--- config.mk ---
export PLATFORM = sky130hd
export DESIGN_NAME = key_event
export DESIGN_NICKNAME = d
export VERILOG_FILES = /design/src/rtl/key_event_pkg.sv /design/src/rtl/key_event_tick_counter.sv /design/src/rtl/key_event.sv
export SDC_FILE = /design/constraint.sdc
export NUM_CORES = 1
export LEC_CHECK = 0
export CORE_MARGIN = 2
export CORE_UTILIZATION = 40
export DETAILED_ROUTE_END_ITERATION = 8
export PLACE_DENSITY = 0.58
export SKIP_CTS_REPAIR_TIMING = 1
export SLEW_MARGIN = 20
export SYNTH_ARGS = -nofsm -noshare
export SYNTH_HDL_FRONTEND = slang
export SYNTH_SLANG_ARGS = --single-unit
--- constraint.sdc ---
create_clock -name clk -period 2.5 [get_ports clk]
set_input_delay 0.5 -clock clk [delete_from_list [all_inputs] [get_ports clk]]
set_output_delay 0.5 -clock clk [all_outputs]
set_load 0.01 [all_outputs]
--- src/rtl/key_event_pkg.sv ---
// Shared definitions for the button/event path: FSM state codes, the event
// bundle carried between next-state logic and the output registers, and the
// 50 MHz timing constants also consumed by debounce and UART baud logic.
package key_event_pkg;

  // Two-bit state encoding; 2'b11 is unused and recovers to S_IDLE.
  localparam logic [1:0] S_IDLE = 2'b00;
  localparam logic [1:0] S_HOLD = 2'b01;
  localparam logic [1:0] S_LONG = 2'b10;

  // Cycle counts at a 50 MHz clock.
  localparam int unsigned T_1S    = 50_000_000;
  localparam int unsigned T_200MS = 10_000_000;
  localparam int unsigned T_20MS  = 1_000_000;

  // One bit per event pulse.
  typedef struct packed {
    logic press;
    logic rel;
    logic shrt;
    logic lng;
    logic rep;
  } key_evt_t;

endpackage

--- src/rtl/key_event_tick_counter.sv ---
// Purpose : CW-bit up counter with synchronous clear (priority), enable and
//           terminal-count flag against a runtime limit.
// Latency : o_tc is combinational from the current count; count updates 1 clk.
// Backpr. : none; counter advances whenever i_en is high.
// Ports   : clk, n_rst (async active-low), i_clr, i_en, i_limit[CW-1:0],
//           o_tc (count == limit).
module key_event_tick_counter #(
  parameter int CW = 26
) (
  input  logic          clk,
  input  logic          n_rst,
  input  logic          i_clr,
  input  logic          i_en,
  input  logic [CW-1:0] i_limit,
  output logic          o_tc
);

  logic [CW-1:0] r_cnt;

  always_ff @(posedge clk or negedge n_rst) begin
    if (!n_rst) begin
      r_cnt <= '0;
    end else if (i_clr) begin
      r_cnt <= '0;
    end else if (i_en) begin
      r_cnt <= r_cnt + 1'b1;
    end
  end

  assign o_tc = (r_cnt == i_limit);

endmodule

--- src/rtl/key_event.sv ---
// Purpose : turns the debounced button level into one-cycle press, release,
//           short-release, long-press and auto-repeat pulses plus a held flag.
// Latency : every output registered; 1 clk after the edge sampling the cause.
// Backpr. : none; pulses are fire-and-forget to the UART command logic.
// Ports   : clk, n_rst (async active-low), i_btn_level (1 = pressed),
//           o_press_p, o_release_p, o_short_p, o_long_p, o_rep_p, o_held.
module key_event
  import key_event_pkg::*;
#(
  parameter int          CW        = 26,
  parameter logic [CW-1:0] T_LONG  = CW'(T_1S),
  parameter logic [CW-1:0] T_REPEAT = CW'(T_200MS),
  parameter logic        REPEAT_EN = 1'b1
) (
  input  logic clk,
  input  logic n_rst,
  input  logic i_btn_level,
  output logic o_press_p,
  output logic o_release_p,
  output logic o_short_p,
  output logic o_long_p,
  output logic o_rep_p,
  output logic o_held
);

  localparam logic [CW-1:0] LIM_LONG = T_LONG - 1'b1;
  localparam logic [CW-1:0] LIM_REP  = T_REPEAT - 1'b1;

  logic [1:0]    r_state;
  key_evt_t      r_evt;
  logic          r_held;

  logic [1:0]    w_nstate;
  key_evt_t      w_evt;
  logic          w_clr;
  logic          w_en;
  logic          w_tc;
  logic [CW-1:0] w_limit;

  // One shared counter: measures hold time in S_HOLD, repeat period in S_LONG.
  assign w_limit = (r_state == S_LONG) ? LIM_REP : LIM_LONG;

  key_event_tick_counter #(.CW(CW)) u_cnt (
    .clk     (clk),
    .n_rst   (n_rst),
    .i_clr   (w_clr),
    .i_en    (w_en),
    .i_limit (w_limit),
    .o_tc    (w_tc)
  );

  always_comb begin
    w_nstate = r_state;
    w_evt    = '0;
    w_clr    = 1'b0;
    w_en     = 1'b0;
    case (r_state)
      S_IDLE: begin
        w_clr = 1'b1;
        if (i_btn_level) begin
          w_nstate  = S_HOLD;
          w_evt.press = 1'b1;
        end
      end
      S_HOLD: begin
        // Release is checked first so it wins over reaching the threshold.
        if (!i_btn_level) begin
          w_nstate   = S_IDLE;
          w_evt.rel  = 1'b1;
          w_evt.shrt = 1'b1;
          w_clr      = 1'b1;
        end else if (w_tc) begin
          w_nstate  = S_LONG;
          w_evt.lng = 1'b1;
          w_clr     = 1'b1;
        end else begin
          w_en = 1'b1;
        end
      end
      S_LONG: begin
        if (!i_btn_level) begin
          w_nstate  = S_IDLE;
          w_evt.rel = 1'b1;
          w_clr     = 1'b1;
        end else if (REPEAT_EN) begin
          if (w_tc) begin
            w_evt.rep = 1'b1;
            w_clr     = 1'b1;
          end else begin
            w_en = 1'b1;
          end
        end else begin
          w_clr = 1'b1;
        end
      end
      default: begin
        // Unused code: silently return to idle.
        w_nstate = S_IDLE;
        w_clr    = 1'b1;
      end
    endcase
  end

  always_ff @(posedge clk or negedge n_rst) begin
    if (!n_rst) begin
      r_state <= S_IDLE;
      r_evt   <= '0;
      r_held  <= 1'b0;
    end else begin
      r_state <= w_nstate;
      r_evt   <= w_evt;
      r_held  <= (w_nstate != S_IDLE);
    end
  end

  assign o_press_p   = r_evt.press;
  assign o_release_p = r_evt.rel;
  assign o_short_p   = r_evt.shrt;
  assign o_long_p    = r_evt.lng;
  assign o_rep_p     = r_evt.rep;
  assign o_held      = r_held;

endmodule

### After elaboration in Yosys (flattened, before gate mapping)

Index checks and enable logic that the tools add are counted.

| cells by class | value |
|---|---|
| bitwise logic cells | 0 |
| add/sub/neg operators | 1 |
| shift operators | 0 |
| reductions and logical operators | 4 |
| multiplexer cells | 22 |
| equal/unequal tests | 3 |
| divide/modulo/power cells | 0 |
| multipliers | 0 |
| order comparisons | 0 |

Operators with widths:

| kind | count |
|---|---|
| 26-bit 2-to-1 mux | 3 |
| 26-bit by 1-bit adder with 26-bit output (second input constant) | 1 |
| 26-bit == test | 1 |
| 2-bit 2-to-1 mux | 6 |
| 1-bit 2-to-1 mux | 11 |
| 2-bit case mux with 3 select lines | 1 |
| 2-bit nonzero test | 2 |
| 2-bit by 1-bit == test with 1-bit output (second input constant) | 1 |
| 2-bit == test (second input constant) | 1 |
| 2-bit zero test | 1 |
| 1-bit case mux with 2 select lines | 1 |
| 2-bit OR reduction | 1 |

| word-level totals | value |
|---|---|
| logic and storage cells | 38 |
| latch bits | 0 |
| memory bits (writable) | 0 |
| flip-flop bits (word level) | 34 |
| input bits | 3 |
| memories kept | 0 |
| ROM bits | 0 |

### Logic depth before layout (Yosys ltp)

| depth | value |
|---|---|
| depth in word-level cells | 8 |
| depth in mapped cells | 8 |

### Cells and area by module

From an unflattened synthesis, not the netlist that was laid out.

| second synthesis, totals | value |
|---|---|
| cell total of the unflattened synthesis | 213 |
| area, all modules | 2069.5 µm² |

Modules (own cells, without submodules):

| module | sequential area each (µm²) | instances | cells each | area an instance (µm²) |
|---|---|---|---|---|
| key_event_tick_counter | 650.6 | 1 | 176 | 1644.1 |
| key_event | 200.2 | 1 | 37 | 425.4 |

### Least setup slack after synthesis

No wires, ideal clock.

| timing | value |
|---|---|
| kind | reg-to-reg |
| from | reg r_state[0] |
| to | reg u_cnt.r_cnt[10] |
| stages on the path, launching flop included | 9 |
| arrival | 2.011 ns |
| required time | 2.366 ns |
| setup slack | 0.355 ns |
| period minus slack after synthesis | 2.145 ns |
| path buffers | 2 |
| cells stage by stage | dfrtp_1 -> inv_1 -> ha_1 -> or4b_1 -> o22a_1 -> nor4_2 -> buf_4 -> buf_6 -> nor3_1 |

| between the ends | value |
|---|---|
| word-level cells in the longest chain between the ends | 7 |

Ends and longest elaborated chain:

| item | line | source |
|---|---|---|
| start: declaration | key_event.sv:29 | `logic [1:0] r_state;` |
| start signal: assignment | key_event.sv:110 | `r_state <= w_nstate;` |
| 2-bit == test | key_event.sv:41, key_event.sv:57 |  |
| 26-bit 2-to-1 mux | key_event.sv:41 | `assign w_limit = (r_state == S_LONG) ? LIM_REP : LIM_LONG;` |
| 26-bit == test | key_event_tick_counter.sv:30 | `assign o_tc = (r_cnt == i_limit);` |
| 1-bit 2-to-1 mux | key_event.sv:72, key_event.sv:86 |  |
| 1-bit 2-to-1 mux | key_event.sv:81 | `if (!i_btn_level) begin` |
| 1-bit 2-to-1 mux | - |  |
| 26-bit 2-to-1 mux / 2-bit nonzero test (equally long branches) | - |  |
| end signal: assignment | key_event_tick_counter.sv:26 | `r_cnt <= r_cnt + 1'b1;` |
| end: declaration | key_event_tick_counter.sv:18 | `logic [CW-1:0] r_cnt;` |

Several ways; a longest one is shown, not always the timed one.
A chain may end at the register's enable or synchronous reset.

### Final worst setup path

| timing | value |
|---|---|
| from | reg r_state[0] |
| to | reg u_cnt.r_cnt[7] |

Same word-level chain as after synthesis.

==> metrics.txt <==
fin area=2110 µm²; final period utilization=87.6%; number of synthesized flops with an enable pin=0; Cell variety after synth=37; die area=5140 µm²; port buffer count=8; Worst path max stage delay=460 ps; crit start category=flop; multi-input logic area=918 µm²; number of global-route vias before repair=1,500; Root Driver=clkbuf_8; most frequent cell after synthesis=dfrtp_1; worst hold path endpoint=u_cnt.r_cnt[0]; Synth Area in Adders=3.42%; ANT cells=0; Top FF cell, synth=dfrtp_1; top cells by area, synth=dfrtp_1 (46%), a211oi_1 (4.9%), xor2_1 (4.8%), ha_1 (3.4%), or3_1 (3.4%); worst vdd ir=0.252 mV; Die H=71.7 µm; slew margin rel.=66.1%; CP Cell Sequence=inv_1, ha_1, or4b_1, o22a_1, nor4_4, buf_4, nor3_1; Final Setup Violations=0; Pleak=0.849 nW; CTS H-tree lvls=2; Core Util, Final=48.1%; worst skew pair latency=280 ps; clock skew=6.14 ps; Pre-Repair DR Iteration Count=4; Final ANT Viol Nets=0; Final GP Congestion=0.793; Syn Area/Cell=9.96 µm²; pre-CTS WS=190 ps; area delta synth->final=15.0%; CTS Buffer Depth=2; Setup TNS Final=0 ps; Slew Viols, Final=0; Num CTS Buffers=5; layout cells sized above 1=10.0%; CP Capture Type=flop; fin nets=207; final non-filler cell total=252; core area=4380 µm²; CTS tree=yes; Syn Inst Count=184; Post-Route WL=3980 µm; Worst EP required=2660 ps; Power Density=602 nW/µm²; Worst EP arrival=2350 ps; number of max-cap violations=0; hold crit path type=flop to flop; FFs w/ async S/R, synth=100%; GRT overflow=0; initial antenna violation count=0; leading area contributor after synthesis=dfrtp_1; worst r2r dst=u_cnt.r_cnt[7]; CP Class=flop to flop; Seq/Total Area, Yosys=46.4%; Clock Sinks=34; outcome=finished, final reports clean; die width=71.7 µm; gr usage total=17.5%; largest net degree at the start of global routing=35; num ports=9; Post-Synth XOR/XNOR Area=5.74%; post-synth top area share=46.4%; Vias/cell=5.98; Compound-Gate Fraction of Synth Area=11.7%; placed wire-length estimate=2770 µm; FF-to-FF setup slack=310 ps; Synth Net Count=192; Starting DRT DRC Count=84; Hold Path Depth=1; register area=851 µm²; cell area after placement=2010 µm²; final hold slack=549 ps; top cells by count, synth=dfrtp_1 (34), a211oi_1 (12), nor3_1 (12), nand3_1 (11); Via Count=1,507; fmax=457 MHz; FILL cells=413; Setup WS post-layout=311 ps; Hold Crit Start=u_cnt.r_cnt[0]; mux share of post-synthesis cell area=0.546%; Clk pin slew, worst setup/hold paths=70 ps; worst slew pin tran=495 ps; row count=24; first-pass GRT wire length=7090 µm; worst r2r src=r_state[0]; drt wl/cell=15.8 µm; CP Max Fanout=13; unrepaired setup endpoints after global routing=false; starting density of the core=41.8%; Synth Area in Simple Gates=28.3%; Yosys warnings=0; Post-route DRC=0; placed insts=244; largest family of logic cells by synthesized area=simple AND/OR/NAND/NOR gates; netlist area before placement=1830 µm²; critical path's slowest cell=dfrtp_1; minimum clock period=2190 ps; synthesized flop and latch total=34; worst r2r path cells=7; Hold Fails Final Rpt=0; Pwr Total=1.27 mW
[per-layer routing]
layer	track usage, %	wire [µm]
met4	6.92	87
met2	28.5	1930
met1	22.5	1840
met5	0	0
met3	4.08	117
[placed cells by master, fill, tap and decap left out, types with 2 or more instances in the layout]
cell type / n
nand3_1: 11
inv_1: 4
or4_1: 4
and2_1: 2
clkdlybuf4s50_1: 8
a211oi_1: 12
or3_1: 10
o31ai_1: 4
dfrtp_1: 34
buf_4: 11
clkbuf_8: 6
and3_1: 7
ha_1: 5
nor2_1: 4
nor3_1: 12
nor4_1: 2
xor2_1: 10
nor4bb_1: 4
nand4_1: 9
and4_1: 3
nand2_1: 10
nor2b_1: 3
o21ai_0: 9
xnor2_1: 2
[registers in the layout, summed over array words and instances (netlist names)]
signal       count
o_short_p        1
o_press_p        1
o_rep_p          1
o_release_p      1
o_long_p         1
o_held           1
r_state          2
u_cnt.r_cnt     26
[layout make-up]
class / count / area share [%]
multi-input cells: 135 / 43.6
flip-flops and latches: 34 / 40.4
repair buffers: 19 / 7.72
clock buffers: 6 / 3.92
well taps: 52 / 3.09
inverters: 4 / 0.713
clock inverters: 2 / 0.594
[cells by family after synthesis]
group           count (synthesis)
compound gates                 31
flops                          34
mux                             1
xor+xnor                       12
buf+inv                        15
simple gates                   86
fa+ha+maj                       5
[report_power, final]
part           switching, mW  internal (mW)
Sequential            0.0317          0.587
Combinational          0.125          0.103
Clock                  0.201          0.221
[critical path, delay by kind of cell (launching register included)]
family          cells  cell delay (ps)
simple gates        3              790
compound gates      1              240
flops               1              460
fa+ha+maj           1              180
buf+inv             2              380
[how the worst max path moves through the flow]
stage / from / to / slack, ps / cells past startpoint
3_5_place_dp: r_state[0] / u_cnt.r_cnt[22] / 190 / 7
6_report: r_state[0] / u_cnt.r_cnt[7] / 310 / 7
5_1_grt: r_state[0] / u_cnt.r_cnt[8] / 120 / 7
3_3_place_gp: r_state[0] / u_cnt.r_cnt[14] / 280 / 7
2_1_floorplan: r_state[0] / u_cnt.r_cnt[10] / 360 / 8
4_1_cts: r_state[0] / u_cnt.r_cnt[7] / 170 / 7
Note: power is estimated with default switching activity, not from simulation.
